## src/rtl/riscv_multicycle_ctrl.sv

```systemverilog
// Moore sequencer for the shared-memory multicycle RV32I datapath (lw, sw, R, I-ALU, beq, jal).
// Optional macro RISCV_ILLEGAL_TRAP_EN: unrecognised opcodes park the FSM in an absorbing Trap state.
module riscv_multicycle_ctrl #(
    parameter int MEM_LAT = 0
) (
    input  logic       clk,
    input  logic       reset,
    input  logic [6:0] op,
    input  logic [2:0] funct3,
    input  logic       funct7b5,
    input  logic       Zero,
    output logic       PCWrite,
    output logic       AdrSrc,
    output logic       MemWrite,
    output logic       IRWrite,
    output logic [1:0] ResultSrc,
    output logic [1:0] ALUSrcA,
    output logic [1:0] ALUSrcB,
    output logic [1:0] ImmSrc,
    output logic       RegWrite,
    output logic [2:0] ALUControl,
    output logic [3:0] State
);

    typedef enum logic [3:0] {
        S_FETCH    = 4'd0,
        S_DECODE   = 4'd1,
        S_MEMADR   = 4'd2,
        S_MEMREAD  = 4'd3,
        S_MEMWB    = 4'd4,
        S_MEMWRITE = 4'd5,
        S_EXECR    = 4'd6,
        S_ALUWB    = 4'd7,
        S_EXECI    = 4'd8,
        S_JAL      = 4'd9,
        S_BEQ      = 4'd10,
        S_TRAP     = 4'd11
    } state_t;

    typedef enum logic [1:0] {
        OP_ADD   = 2'd0,
        OP_SUB   = 2'd1,
        OP_FUNCT = 2'd2
    } alu_op_t;

    localparam logic [3:0] LAT = 4'(MEM_LAT);

    state_t     state_q, state_d;
    logic [3:0] cnt_q, cnt_d;
    alu_op_t    alu_op;
    logic       pcw, irw, memw, regw;
    logic       last_wait;

    assign last_wait = (cnt_q == LAT);

    always_ff @(posedge clk) begin
        if (!reset) begin
            state_q <= S_FETCH;
            cnt_q   <= 4'd0;
        end else begin
            state_q <= state_d;
            cnt_q   <= cnt_d;
        end
    end

    always_comb begin
        state_d   = state_q;
        cnt_d     = 4'd0;
        alu_op    = OP_ADD;
        pcw       = 1'b0;
        irw       = 1'b0;
        memw      = 1'b0;
        regw      = 1'b0;
        AdrSrc    = 1'b0;
        ResultSrc = 2'b00;
        ALUSrcA   = 2'b00;
        ALUSrcB   = 2'b00;
        case (state_q)
            S_FETCH: begin
                ALUSrcB   = 2'b10;
                ResultSrc = 2'b10;
                if (last_wait) begin
                    pcw     = 1'b1;
                    irw     = 1'b1;
                    state_d = S_DECODE;
                end else begin
                    cnt_d = cnt_q + 4'd1;
                end
            end
            S_DECODE: begin
                ALUSrcA = 2'b01;
                ALUSrcB = 2'b01;
                case (op)
                    7'b0000011,
                    7'b0100011: state_d = S_MEMADR;
                    7'b0110011: state_d = S_EXECR;
                    7'b0010011: state_d = S_EXECI;
                    7'b1101111: state_d = S_JAL;
                    7'b1100011: state_d = S_BEQ;
`ifdef RISCV_ILLEGAL_TRAP_EN
                    default:    state_d = S_TRAP;
`else
                    default:    state_d = S_FETCH;
`endif
                endcase
            end
            S_MEMADR: begin
                ALUSrcA = 2'b10;
                ALUSrcB = 2'b01;
                state_d = op[5] ? S_MEMWRITE : S_MEMREAD;
            end
            S_MEMREAD: begin
                AdrSrc = 1'b1;
                if (last_wait) state_d = S_MEMWB;
                else           cnt_d   = cnt_q + 4'd1;
            end
            S_MEMWB: begin
                ResultSrc = 2'b01;
                regw      = 1'b1;
                state_d   = S_FETCH;
            end
            S_MEMWRITE: begin
                AdrSrc = 1'b1;
                // single strobe per store, on the cycle the memory completes
                if (last_wait) begin
                    memw    = 1'b1;
                    state_d = S_FETCH;
                end else begin
                    cnt_d = cnt_q + 4'd1;
                end
            end
            S_EXECR: begin
                ALUSrcA = 2'b10;
                alu_op  = OP_FUNCT;
                state_d = S_ALUWB;
            end
            S_EXECI: begin
                ALUSrcA = 2'b10;
                ALUSrcB = 2'b01;
                alu_op  = OP_FUNCT;
                state_d = S_ALUWB;
            end
            S_ALUWB: begin
                regw    = 1'b1;
                state_d = S_FETCH;
            end
            S_JAL: begin
                ALUSrcA = 2'b01;
                ALUSrcB = 2'b10;
                pcw     = 1'b1;
                state_d = S_ALUWB;
            end
            S_BEQ: begin
                ALUSrcA = 2'b10;
                alu_op  = OP_SUB;
                pcw     = Zero;
                state_d = S_FETCH;
            end
`ifdef RISCV_ILLEGAL_TRAP_EN
            S_TRAP:  state_d = S_TRAP;
`else
            S_TRAP:  state_d = S_FETCH;
`endif
            default: state_d = S_FETCH;
        endcase
    end

    always_comb begin
        ALUControl = 3'b000;
        case (alu_op)
            OP_SUB: ALUControl = 3'b001;
            OP_FUNCT: begin
                case (funct3)
                    3'b000:  ALUControl = (op[5] & funct7b5) ? 3'b001 : 3'b000;
                    3'b010:  ALUControl = 3'b101;
                    3'b110:  ALUControl = 3'b011;
                    3'b111:  ALUControl = 3'b010;
                    default: ALUControl = 3'b000;
                endcase
            end
            default: ALUControl = 3'b000;
        endcase
    end

    always_comb begin
        case (op)
            7'b0100011: ImmSrc = 2'b01;
            7'b1100011: ImmSrc = 2'b10;
            7'b1101111: ImmSrc = 2'b11;
            default:    ImmSrc = 2'b00;
        endcase
    end

    // write enables are held off combinationally for the whole time reset is asserted
    assign PCWrite  = pcw  & reset;
    assign IRWrite  = irw  & reset;
    assign MemWrite = memw & reset;
    assign RegWrite = regw & reset;
    assign State    = state_q;

endmodule
```

## config.mk

```make
export PLATFORM = sky130hd
export DESIGN_NAME = riscv_multicycle_ctrl
export DESIGN_NICKNAME = d
export VERILOG_FILES = /design/src/rtl/riscv_multicycle_ctrl.sv
export SDC_FILE = /design/constraint.sdc
export NUM_CORES = 1
export LEC_CHECK = 0
export CORE_MARGIN = 2
export CORE_UTILIZATION = 45
export CTS_CLUSTER_DIAMETER = 80
export CTS_CLUSTER_SIZE = 10
export DETAILED_ROUTE_END_ITERATION = 16
export GPL_ROUTABILITY_DRIVEN = 0
export PLACE_DENSITY = 0.82
export SLEW_MARGIN = 10
export SYNTH_ARGS = -nofsm -noshare
export SYNTH_HDL_FRONTEND = slang
export SYNTH_SLANG_ARGS = --single-unit
```

## constraint.sdc

```tcl
create_clock -name clk -period 4.3 [get_ports clk]
set_input_delay 0.645 -clock clk [delete_from_list [all_inputs] [get_ports clk]]
set_output_delay 0.645 -clock clk [all_outputs]
set_load 0.02 [all_outputs]
```

==> results.sh <==
export IMPL_status="finished, final reports clean"
export IMPL_grt_pass1_wl_um=2939
export IMPL_synth_most_common_cell="nor2_1"
export IMPL_async_flop_share_pct=0
export IMPL_area_delta_synth_final_pct=38.11
export IMPL_yosysSeqAreaShare_pct=18.91
export IMPL_timing_rr_start="State[1]"
export IMPL_start_kind="flop"
export IMPL_first_iter_violations=17
export IMPL_endpoint_kind="output port"
export IMPL_yosys_area_top_type_share_pct=18.91
export IMPL_io_pins=34
export IMPL_drt_wirelength_per_cell_um=12.78
export IMPL_synth_top_family_by_area="simple AND/OR/NAND/NOR gates"
export IMPL_worst_pin_slew_ps=789.5
export IMPL_synthXorXnorAreaFrac_pct=5.170
export IMPL_fin_area_um2=1170
export IMPL_core_area_um2=1745
export IMPL_yosysWarnings=0
export IMPL_grt_util_all_layers_pct=18.68
export IMPL_cap_violations=0
export IMPL_synth_edf_count=0
export IMPL_syn_nets=121
export IMPL_clk_latency_ps=260
export IMPL_seq_area_um2=160.2
export IMPL_nets=149
export IMPL_r2r_cells=4
export IMPL_cts_tree="built"
export IMPL_yosysTopAreaCell="dfxtp_1"
export IMPL_synthesis_area_um2=847.1
export IMPL_die_area_um2=2245
export IMPL_clock_sinks=8
export IMPL_fillers=160
export IMPL_first_pass_iters=4
export IMPL_powerDensity_nw_per_um2=167.9
export IMPL_vdd_ir_drop_worst_mv=0.09346
export IMPL_synthAdderAreaFrac_pct=5.908
export IMPL_post_cts_setup_buffers=0
export IMPL_cts_resized=0
export IMPL_r2r_end="State[1]"
export IMPL_dp_hpwl_um=1453
export IMPL_setup_worst_path_end="ALUControl[2]"
export IMPL_ys_top_cells_by_area="dfxtp_1 19%, ha_1 5.9%, nor2_1 4.4%, nand3b_1 3.5%, inv_1 3.1%"
export IMPL_grt_pass1_vias=697
export IMPL_max_freq_mhz=299.1
export IMPL_overflow=0
export IMPL_max_slew_margin_rel_pct=47.30
export IMPL_fin_setup_tns_ps=0
export IMPL_drc=0
export IMPL_start_util_pct=48.53
export IMPL_synth_distinct_cells=46
export IMPL_final_layout_size_suffix_gt1_share_pct=9.302
export IMPL_antenna_found_initial=0
export IMPL_startpoint="State[3]"
export IMPL_routed_wl_um=1968
export IMPL_cp_required_ps=3650
export IMPL_arrival_ps=2700
export IMPL_hold_viol=0
export IMPL_synth_top_flop_cell="dfxtp_1"
export IMPL_cts_buffer_depth=2
export IMPL_setup_viol=0
export IMPL_die_h_um=47.39
export IMPL_period_share_pct=77.75
export IMPL_numCtsBuffers=3
export IMPL_antenna_cells=0
export IMPL_rows=15
export IMPL_min_path_type="flop to flop"
export IMPL_yosys_area_share_simple_pct=36.34
export IMPL_placed_area_um2=1147
export IMPL_vias=832
export IMPL_clockRootBuffer="clkbuf_4"
export IMPL_multi_input_area_um2=599.3
export IMPL_synthCells=103
export IMPL_die_x_um=47.39
export IMPL_antenna_violating_nets_post_route=0
export IMPL_muxShareOfSynthArea_pct=2.511
export IMPL_numPortBuffers=33
export IMPL_htreeDepth=1
export IMPL_syn_avg_cell_area_um2=8.224
export IMPL_synth_common_cells="10 x nor2_1, 8 x dfxtp_1, 7 x inv_1"
export IMPL_grt_max_degree=23
export IMPL_crit_fanout=19
export IMPL_period_needed_ps=3343
export IMPL_finalClockSkew_ps=4.939
export IMPL_path_class="flop to output port"
export IMPL_synth_compound_area_share_pct=20.83
export IMPL_leakage_nw=0.4417
export IMPL_grt_setup_unrepaired="false"
export IMPL_clk_pin_slew_ps=50
export IMPL_reg2reg_slack_ps=2520
export IMPL_via_per_inst=5.403
export IMPL_post_cts_hold_buffer_count=0
export IMPL_ys_ff_latch=8
export IMPL_maxSlewViolCount=0
[worst min-delay path by stage]
stage              from        to  slack (ps)  depth (start not counted)
2_1_floorplan  cnt_q[0]  cnt_q[0]         430                          1
6_report       cnt_q[0]  cnt_q[0]         460                          1
3_5_place_dp   cnt_q[0]  cnt_q[0]         450                          1
5_1_grt        cnt_q[0]  cnt_q[0]         480                          1
4_1_cts        cnt_q[0]  cnt_q[0]         460                          1
3_3_place_gp   cnt_q[0]  cnt_q[0]         450                          1
[metal layers]
| layer | wire (um) | share of wire [%] | global-route usage [%] | up-vias |
|---|---|---|---|---|
| li1 | - | - | - | 423 |
| met1 | 860 | 44 | 22.27 | 377 |
| met2 | 960 | 49 | 31.08 | 28 |
| met3 | 110 | 5.6 | 3.846 | 4 |
| met4 | 36 | 1.8 | 10.00 | 0 |
| met5 | 0 | 0 | 0 | - |
[logic make-up after synthesis]
family | count (synthesis)
AOI/OAI and AO/OA | 23
xor gates and xnor gates | 5
adders and majority gates | 4
buffers and inverters | 17
DFF | 8
muxes | 2
and+or+nand+nor | 44
[power by group]
| group | switching [mW] | total (mW) | leakage, nW | internal [mW] |
|---|---|---|---|---|
| Combinational | 0.0237 | 0.0561 | 0.363 | 0.0324 |
| Clock | 0.0272 | 0.0592 | 0.0138 | 0.0320 |
| Sequential | 0.00597 | 0.0812 | 0.0648 | 0.0752 |
| Total | 0.0569 | 0.196 | 0.442 | 0.140 |
[sequential cells by signal (all words and copies together), names as in the netlist]
name / count
State: 4
cnt_q: 4
[worst max-delay path: stages, from the launching register on]
cell and delay (ps):
dfxtp_1 800, nand2_1 190, a21oi_1 220, inv_1 70
ha_1 290, nor4_1 220, clkdlybuf4s50_1 640
[layout by cell type (no fill, tap or decap), drive strengths merged, types with 4 or more instances in the layout]
cell           netlist  layout
nor2                10      10
inv                  7       7
ha                   4       4
nor3                 4       4
clkdlybuf4s50        0      33
dfxtp                8       8
nand2                5       5
nand3b               4       4
[metrics by stage]
stage          total power, mW  worst slack (ps)  hold WS [ps]  cells  util, %
2_1_floorplan           0.1110              1447         429.7    103        -
3_3_place_gp            0.1372              1278         448.0    151    65.73
3_5_place_dp            0.1389              1243         447.8    151    65.73
4_1_cts                 0.1996             954.9         461.6    154    67.03
5_1_grt                 0.2071             804.2         480.6    154    67.03
6_report                0.1965             956.6         455.3    154    67.03
[layout make-up]
class	count	area share, %
tap	25	2.674
clock buffer	3	1.925
inverter	7	2.246
sequential	8	13.69
timing repair buffer	33	28.24
multi-input combinational	78	51.23
(Power assumes the default switching activity.)
